## src/rtl/control_sequencer.sv

```systemverilog
`default_nettype none
// ============================================================================
// Module   : control_sequencer
// Purpose  : Hardwired fetch/execute control FSM for the register-to-register datapath.
// Revision : 1.0 - initial release
// ============================================================================
module control_sequencer #(
    parameter int NUM_REGS    = 16,
    parameter int OPC_W       = 5,
    parameter int MEM_TIMEOUT = 15
) (
    input  logic                clk,
    input  logic                clr,
    input  logic                run,
    input  logic [31:0]         ir,
    input  logic                mem_rdy,
    output logic                PC_out,
    output logic                Zlo_out,
    output logic                Zhi_out,
    output logic                MDR_out,
    output logic                MAR_rd,
    output logic                PC_rd,
    output logic                MDR_rd,
    output logic                IR_rd,
    output logic                Y_rd,
    output logic                Z_rd,
    output logic                HI_rd,
    output logic                LO_rd,
    output logic                IncPC,
    output logic                Read,
    output logic [NUM_REGS-1:0] R_rd,
    output logic [NUM_REGS-1:0] R_wrt,
    output logic [OPC_W-1:0]    op_sel,
    output logic                busy,
    output logic                instr_done,
    output logic                halted,
    output logic [1:0]          fault
);

    typedef enum logic [3:0] {
        S_IDLE = 4'd0,
        S_T0   = 4'd1,
        S_T1   = 4'd2,
        S_T2   = 4'd3,
        S_T3   = 4'd4,
        S_T4   = 4'd5,
        S_T5   = 4'd6,
        S_T6   = 4'd7,
        S_HALT = 4'd8
    } state_t;

    localparam logic [1:0]          FLT_NONE    = 2'b00;
    localparam logic [1:0]          FLT_ILLEGAL = 2'b01;
    localparam logic [1:0]          FLT_TIMEOUT = 2'b10;
    localparam logic [7:0]          WAIT_LIMIT  = 8'(MEM_TIMEOUT);
    localparam logic [NUM_REGS-1:0] REG_ONE     = NUM_REGS'(1);

    state_t     state, state_nx;
    logic [7:0] wait_cnt, wait_cnt_nx;
    logic [1:0] fault_nx;
    logic       end_instr;

    logic [4:0] opc;
    logic [3:0] ra, rb, rc;
    logic       cls_alu, cls_muldiv, cls_unary, cls_nop, cls_halt;
    logic       unused_ir_bits;

    assign opc            = ir[31:27];
    assign ra             = ir[26:23];
    assign rb             = ir[22:19];
    assign rc             = ir[18:15];
    assign unused_ir_bits = ^ir[14:0];

    assign cls_alu    = (opc <= 5'd8);
    assign cls_muldiv = (opc == 5'd15) || (opc == 5'd16);
    assign cls_unary  = (opc == 5'd17) || (opc == 5'd18);
    assign cls_nop    = (opc == 5'd26);
    assign cls_halt   = (opc == 5'd27);

    always_ff @(posedge clk or posedge clr) begin
        if (clr) begin
            state    <= S_IDLE;
            wait_cnt <= 8'd0;
            fault    <= FLT_NONE;
        end else begin
            state    <= state_nx;
            wait_cnt <= wait_cnt_nx;
            fault    <= fault_nx;
        end
    end

    always_comb begin
        state_nx    = state;
        wait_cnt_nx = wait_cnt;
        fault_nx    = fault;
        end_instr   = 1'b0;
        PC_out      = 1'b0;
        Zlo_out     = 1'b0;
        Zhi_out     = 1'b0;
        MDR_out     = 1'b0;
        MAR_rd      = 1'b0;
        PC_rd       = 1'b0;
        MDR_rd      = 1'b0;
        IR_rd       = 1'b0;
        Y_rd        = 1'b0;
        Z_rd        = 1'b0;
        HI_rd       = 1'b0;
        LO_rd       = 1'b0;
        IncPC       = 1'b0;
        Read        = 1'b0;
        R_rd        = '0;
        R_wrt       = '0;
        op_sel      = '0;
        instr_done  = 1'b0;
        busy        = (state != S_IDLE) && (state != S_HALT);
        halted      = (state == S_HALT);

        case (state)
            S_IDLE: begin
                if (run) state_nx = S_T0;
            end
            S_T0: begin
                PC_out      = 1'b1;
                MAR_rd      = 1'b1;
                IncPC       = 1'b1;
                Z_rd        = 1'b1;
                wait_cnt_nx = 8'd0;
                state_nx    = S_T1;
            end
            S_T1: begin
                // The incremented PC is latched once; later wait cycles only hold the read.
                Zlo_out = 1'b1;
                PC_rd   = (wait_cnt == 8'd0);
                Read    = 1'b1;
                MDR_rd  = 1'b1;
                if (mem_rdy) begin
                    state_nx = S_T2;
                end else if (wait_cnt == WAIT_LIMIT) begin
                    state_nx = S_HALT;
                    fault_nx = FLT_TIMEOUT;
                end else if (wait_cnt != 8'hFF) begin
                    wait_cnt_nx = wait_cnt + 8'd1;
                end
            end
            S_T2: begin
                MDR_out  = 1'b1;
                IR_rd    = 1'b1;
                state_nx = S_T3;
            end
            S_T3: begin
                if (cls_nop) begin
                    end_instr = 1'b1;
                end else if (cls_halt) begin
                    state_nx = S_HALT;
                end else if (!(cls_alu || cls_muldiv || cls_unary)) begin
                    state_nx = S_HALT;
                    fault_nx = FLT_ILLEGAL;
                end else begin
                    R_wrt    = REG_ONE << rb;
                    Y_rd     = 1'b1;
                    state_nx = S_T4;
                end
            end
            S_T4: begin
                R_wrt    = REG_ONE << (cls_unary ? rb : rc);
                op_sel   = ir[31 -: OPC_W];
                Z_rd     = 1'b1;
                state_nx = S_T5;
            end
            S_T5: begin
                Zlo_out = 1'b1;
                if (cls_muldiv) begin
                    LO_rd    = 1'b1;
                    state_nx = S_T6;
                end else begin
                    R_rd      = REG_ONE << ra;
                    end_instr = 1'b1;
                end
            end
            S_T6: begin
                Zhi_out   = 1'b1;
                HI_rd     = 1'b1;
                end_instr = 1'b1;
            end
            S_HALT: begin
                state_nx = S_HALT;
            end
            default: begin
                state_nx = S_IDLE;
            end
        endcase

        if (end_instr) begin
            instr_done = 1'b1;
            state_nx   = run ? S_T0 : S_IDLE;
        end
    end

endmodule
`default_nettype wire
```

## config.mk

```make
export PLATFORM = sky130hd
export DESIGN_NAME = control_sequencer
export DESIGN_NICKNAME = d
export VERILOG_FILES = /design/src/rtl/control_sequencer.sv
export SDC_FILE = /design/constraint.sdc
export NUM_CORES = 1
export LEC_CHECK = 0
export ABC_CLOCK_PERIOD_IN_PS = 2000
export BUFFER_PORTS_ARGS = -buffer_cell sky130_fd_sc_hd__buf_2
export CORE_MARGIN = 2
export CORE_UTILIZATION = 40
export DETAILED_ROUTE_END_ITERATION = 7
export PLACE_DENSITY = 0.85
export SYNTH_ARGS = -nofsm -noshare
export SYNTH_HDL_FRONTEND = slang
export SYNTH_SLANG_ARGS = --single-unit
```

## constraint.sdc

```tcl
create_clock -name clk -period 2 [get_ports clk]
set_input_delay 0.3 -clock clk [delete_from_list [all_inputs] [get_ports clk]]
set_output_delay 0.3 -clock clk [all_outputs]
set_load 0.005 [all_outputs]
```

==> results.sh, run 1 <==
export IMPL_status="finished with violations"
export IMPL_failed_checks="negative setup slack"
export IMPL_grt_pass1_wl_microns=8335
export IMPL_synth_distinct_cells=51
export IMPL_cts_tree="done"
export IMPL_synthTopCellsByArea="dfrtp_1, nor2_1, nor3_1, a21oi_1, o32ai_1"
export IMPL_cts_buffers=3
export IMPL_start_util=0.4116
export IMPL_ir_drop_uv=629.4
export IMPL_io_buffer_count=76
export IMPL_vias=2281
export IMPL_min_period_over_period=1.074
export IMPL_slew_headroom=0.6339
export IMPL_finalClockSkew_ps=5.761
export IMPL_die_x_microns=67.70
export IMPL_cap_violations=0
export IMPL_cts_path_max_buffers=2
export IMPL_crit_path_end_kind="primary output"
export IMPL_yosys_most_used_dff="dfrtp_1"
export IMPL_hold_buffers=0
export IMPL_finalSetupViolations=26
export IMPL_finalMaxSlewViolations=0
export IMPL_dpl_instance_area_sq_um=2267
export IMPL_overflow=0
export IMPL_syn_nets=262
export IMPL_drt_iter0_markers=195
export IMPL_critical_path_arrival_ps=1850
export IMPL_cp_max_fo=5
export IMPL_fmax_mhz=465.4
export IMPL_h_tree_depth=1
export IMPL_critPathLaunchType="flop"
export IMPL_die_h_microns=67.70
export IMPL_areaGrowthSynthToFinish_pct=74.09
export IMPL_fin_ws_ps=-148.7
export IMPL_synth_seq_cells=14
export IMPL_antenna_found_initial=0
export IMPL_fillers=271
export IMPL_power_leakage_nw=1.299
export IMPL_via_per_inst=5.956
export IMPL_seq_area_frac_synth=0.2159
export IMPL_hp_class="primary input to asynchronous set/reset pin"
export IMPL_clk_pin_slew_ps=60
export IMPL_dieArea_sq_um=4583
export IMPL_drt_first_pass_iters=4
export IMPL_grt_pass1_vias=1889
export IMPL_drive_gt1_frac=0.6066
export IMPL_yosysTopAreaCell="dfrtp_1"
export IMPL_layout_commonest_cell="buf_2"
export IMPL_wl_per_cell_microns=16.77
export IMPL_fin_area_sq_um=2825
export IMPL_syn_area_sq_um=1623
export IMPL_rsz0062_at_grt="yes"
export IMPL_syn_inst=224
export IMPL_synth_edf_count=0
export IMPL_power_density_nw_per_um2=957.6
export IMPL_yosys_area_top_type_share=0.2159
export IMPL_crit_required_ps=1700
export IMPL_core_area_sq_um=3943
export IMPL_routed_wl_microns=6421
export IMPL_diodes=0
export IMPL_clock_latency_ps=250
export IMPL_final_cell_mix="buf_2, buf_4, nor2_1, dfrtp_1, inv_1"
export IMPL_dp_hpwl_microns=3916
export IMPL_final_nets=372
export IMPL_setup_tns_ps=-1751
export IMPL_synthArstFlopShare=1.000
export IMPL_clock_sinks=14
export IMPL_drc_errors=0
export IMPL_yosysWarnings=0
export IMPL_avgSynthCellArea_sq_um=7.245
export IMPL_fin_util=0.7166
export IMPL_min_period_ps=2149
export IMPL_path_class="flop to primary output"
export IMPL_placementRows=23
export IMPL_hold_violations=0
export IMPL_clockRootBuffer="clkbuf_8"
export IMPL_grtUsageTotal=0.2342
export IMPL_drtAntennaViolNets=0
export IMPL_grt_max_degree=15
export IMPL_io_pin_count=92
export IMPL_gp_congestion=0.8902
export IMPL_tightest_slew_ps=548.6
==> where the power goes <==
part,total [W],switching (W),internal (W)
clock,0.000281,0.000107,0.000174
sequential,0.000441,0.0000788,0.000362
combinational,0.00198,0.00103,0.000951
==> sequential cells by signal, indices dropped and copies added (netlist names) <==
signal and count:
wait_cnt 8, fault 2, state 4
==> repair_timing <==
item                                    CTS  global route
gates resized for setup                  29            56
endpoints found under the setup margin   29            42
setup buffers                             5             3
gates cloned                              0             1
pin swaps                                12            23
==> through the flow <==
step / instances / worst slack, ps / hold slack [ps] / power (W)
floorplan: 224 / 20.80 / 189.2 / 0.001315
global placement: 370 / -126.4 / 358.4 / 0.001839
detailed placement: 370 / -126.7 / 372.4 / 0.001900
CTS: 379 / -66.77 / 110.4 / 0.002338
global route: 383 / -214.0 / 127.6 / 0.002877
finish: 383 / -148.7 / 85.85 / 0.002705
==> logic make-up after synthesis <==
kind of cell | count (synthesis) | synth area share
XOR/XNOR | 1 | 0.005398
AND/OR/NAND/NOR | 113 | 0.3863
flip-flops | 14 | 0.2159
AO/OA/AOI/OAI | 65 | 0.2907
adder cells (fa/ha/maj) | 2 | 0.01542
multiplexers | 1 | 0.006168
buffers and inverters | 28 | 0.08018
==> metal layers <==
metal,up-vias,GRT usage,share of wire
met1,1084,0.2936,0.39
met5,-,0,0
met4,0,0.07908,0.036
met3,25,0.02333,0.060
met2,125,0.4154,0.51
li1,1047,-,-
==> synthesized netlist by cell type, types with 4 or more instances <==
cell type,number
nor2_1,29
nor3_1,16
a21oi_1,14
dfrtp_1,14
inv_1,12
nand2_1,12
o21ai_0,9
o22ai_1,9
nand2b_1,8
o32ai_1,8
nand3_1,7
or3_1,7
and2_1,6
buf_4,5
clkbuf_1,5
buf_2,4
nand4_1,4
o21ai_1,4
==> worst paths after layout <==
check                         start           to  slack, ps  cells past startpoint
setup / recovery           state[0]     R_wrt[1]       -150                      7
hold / removal                  clr     state[0]         90                      2
setup reg to reg           state[0]  wait_cnt[5]         10                      7
hold reg to reg            fault[0]     fault[0]        490                      1
max in group asynchronous       clr     state[3]       1520                      2
min in group clk                run     state[0]        380                      3
==> worst max-delay path, stage by stage, from the launching register on <==
cell	delay (ps)
dfrtp_1	420
buf_4	160
nor3_4	240
o21ai_4	120
inv_2	110
o21ai_2	110
o32ai_2	250
buf_2	180
==> layout make-up <==
| cell class | count | area (sq um) | area share |
|---|---|---|---|
| clock buffer | 4 | 55.05 | 0.01949 |
| inverter | 13 | 50.05 | 0.01771 |
| multi-input combinational | 182 | 1534 | 0.5430 |
| sequential | 14 | 352.8 | 0.1249 |
| tap | 50 | 62.56 | 0.02214 |
| timing repair buffer | 120 | 770.7 | 0.2728 |
No activity file was read; power rests on OpenSTA's default activity.
==> run 2: changes to the inputs <==
MAX_ROUTING_LAYER = met4   (was default)
==> results.sh, run 2 (same netlist as run 1, synthesis figures left out) <==
export IMPL_status="finished with violations"
export IMPL_failed_checks="negative setup slack"
export IMPL_power_density_nw_per_um2=955.0
export IMPL_p_sw_w=0.001211
export IMPL_fmax_mhz=463.5
export IMPL_min_period_ps=2158
export IMPL_layout_commonest_cell="buf_2"
export IMPL_drt_first_pass_iters=4
export IMPL_p_seq_frac=0.163
export IMPL_pwr_share_clk=0.104
export IMPL_die_h_microns=67.70
export IMPL_final_cell_mix="buf_2, buf_4, nor2_1, dfrtp_1, inv_1"
export IMPL_cts_path_max_buffers=2
export IMPL_drt_iter0_markers=185
export IMPL_use_met2=0.4154
export IMPL_finalClockSkew_ps=5.540
export IMPL_critPathLaunchType="flop"
export IMPL_power_leakage_nw=1.299
export IMPL_largest_register="wait_cnt"
export IMPL_h_tree_depth=1
export IMPL_crit_path_end_kind="primary output"
export IMPL_routed_wl_microns=6418
export IMPL_dp_hpwl_microns=3916
export IMPL_drtAntennaViolNets=0
export IMPL_vias=2297
export IMPL_path_class="flop to primary output"
export IMPL_finalSetupViolations=26
export IMPL_r2r_end="wait_cnt[5]"
export IMPL_hold_buffers=0
export IMPL_min_period_over_period=1.079
export IMPL_r2r_slack_ps=10
export IMPL_via_per_inst=5.997
export IMPL_clock_sinks=14
export IMPL_final_nets=372
export IMPL_clock_latency_ps=250
export IMPL_crit_required_ps=1700
export IMPL_multiInputGateArea_sq_um=1534
export IMPL_core_area_sq_um=3943
export IMPL_areaGrowthSynthToFinish_pct=74.09
export IMPL_reg_top3="wait_cnt x8, state x4, fault x2"
export IMPL_grt_max_degree=15
export IMPL_regArea_sq_um=352.8
export IMPL_cap_violations=0
export IMPL_hold_violations=0
export IMPL_drc_errors=0
export IMPL_hp_class="primary input to asynchronous set/reset pin"
export IMPL_setup_tns_ps=-1724
export IMPL_ir_drop_uv=627.9
export IMPL_grt_pass1_vias=1889
export IMPL_cts_tree="done"
export IMPL_fin_ws_ps=-157.7
export IMPL_diodes=0
export IMPL_rsz0062_at_grt="yes"
export IMPL_critPathMaxStageDelay_ps=420
export IMPL_p_int_w=0.001488
export IMPL_cts_buffers=3
export IMPL_die_x_microns=67.70
export IMPL_placementRows=23
export IMPL_top_usage_layer="met2"
export IMPL_start_util=0.4116
export IMPL_grt_pass1_wl_microns=8328
export IMPL_io_pin_count=92
export IMPL_clockRootBuffer="clkbuf_8"
export IMPL_io_buffer_count=76
export IMPL_dieArea_sq_um=4583
export IMPL_fillers=271
export IMPL_grtUsageTotal=0.2409
export IMPL_timing_rr_start="state[0]"
export IMPL_wl_per_cell_microns=16.76
export IMPL_antenna_found_initial=0
export IMPL_critPathSlowestCell="dfrtp_1"
export IMPL_path_cells="buf_4 -> nor3_4 -> o21ai_4 -> inv_2 -> o21ai_2 -> o32ai_2 -> buf_2"
export IMPL_switching_share=0.4487
export IMPL_startpoint="state[0]"
export IMPL_overflow=0
export IMPL_critical_path_arrival_ps=1860
export IMPL_slew_headroom=0.6352
export IMPL_grt_use_met1=0.2936
export IMPL_drive_gt1_frac=0.6066
export IMPL_use_met3=0.02333
export IMPL_finalMaxSlewViolations=0
export IMPL_clk_pin_slew_ps=60
export IMPL_cp_max_fo=5
export IMPL_r2r_cells=7
export IMPL_combPwrFrac=0.733
export IMPL_tightest_slew_ps=546.6
export IMPL_fin_util=0.7166
export IMPL_largest_reg_flops=8
export IMPL_gp_congestion=0.9052
run 2: cell counts in the layout (fill, tap and decap cells not counted):
No cell type changed its count.
run 2: cell type report:
cell class                      instances  area share
Clock buffer                            4     0.01949
Inverter                               13     0.01771
Multi-Input combinational cell        182      0.5430
Sequential cell                        14      0.1249
Tap cell                               50     0.02214
Timing Repair Buffer                  120      0.2728
run 2: worst max-delay path by stage:
stage,depth (start not counted),to
floorplan,6,R_wrt[0]
global placement,7,R_wrt[0]
detailed placement,8,R_wrt[2]
CTS,6,R_wrt[0]
global route,7,R_wrt[1]
finish,7,R_wrt[1]
run 2: power groups by stage:
stage	clock network (W)	registers, W	logic, W
floorplan	0	0.000417	0.000898
global placement	0	0.000436	0.00140
detailed placement	0	0.000440	0.00146
CTS	0.000276	0.000433	0.00163
global route	0.000293	0.000451	0.00213
finish	0.000281	0.000441	0.00198
run 2: through the flow:
| stage | std cells | worst slack [ps] | power, W | hold slack (ps) | cell area (sq um) |
|---|---|---|---|---|---|
| floorplan | 224 | 20.80 | 0.001315 | 189.2 | 1629 |
| global placement | 370 | -126.4 | 0.001839 | 358.4 | 2267 |
| detailed placement | 370 | -126.7 | 0.001900 | 372.4 | 2267 |
| CTS | 379 | -66.77 | 0.002338 | 110.4 | 2484 |
| global route | 383 | -214.0 | 0.002877 | 127.6 | 2825 |
| finish | 383 | -157.7 | 0.002698 | 85.01 | 2825 |
run 2: worst max-delay path, delay by kind of cell, from the launching register on:
kind	cells	cell delay (ps)
compound gates	3	490
buf+inv	3	460
flops	1	420
simple gates	1	240
run 2: metal layers:
| layer | up-vias | wire length, microns |
|---|---|---|
| met5 | - | 0 |
| li1 | 1045 | - |
| met3 | 35 | 375 |
| met1 | 1085 | 2522 |
| met2 | 132 | 3253 |
| met4 | 0 | 267 |
run 2: timing repair:
action / 4_1_cts / 5_1_grt
pin swaps: 12 / 23
gates resized for setup: 29 / 56
setup buffers: 5 / 3
gates cloned: 0 / 1
endpoints found under the setup margin: 29 / 42
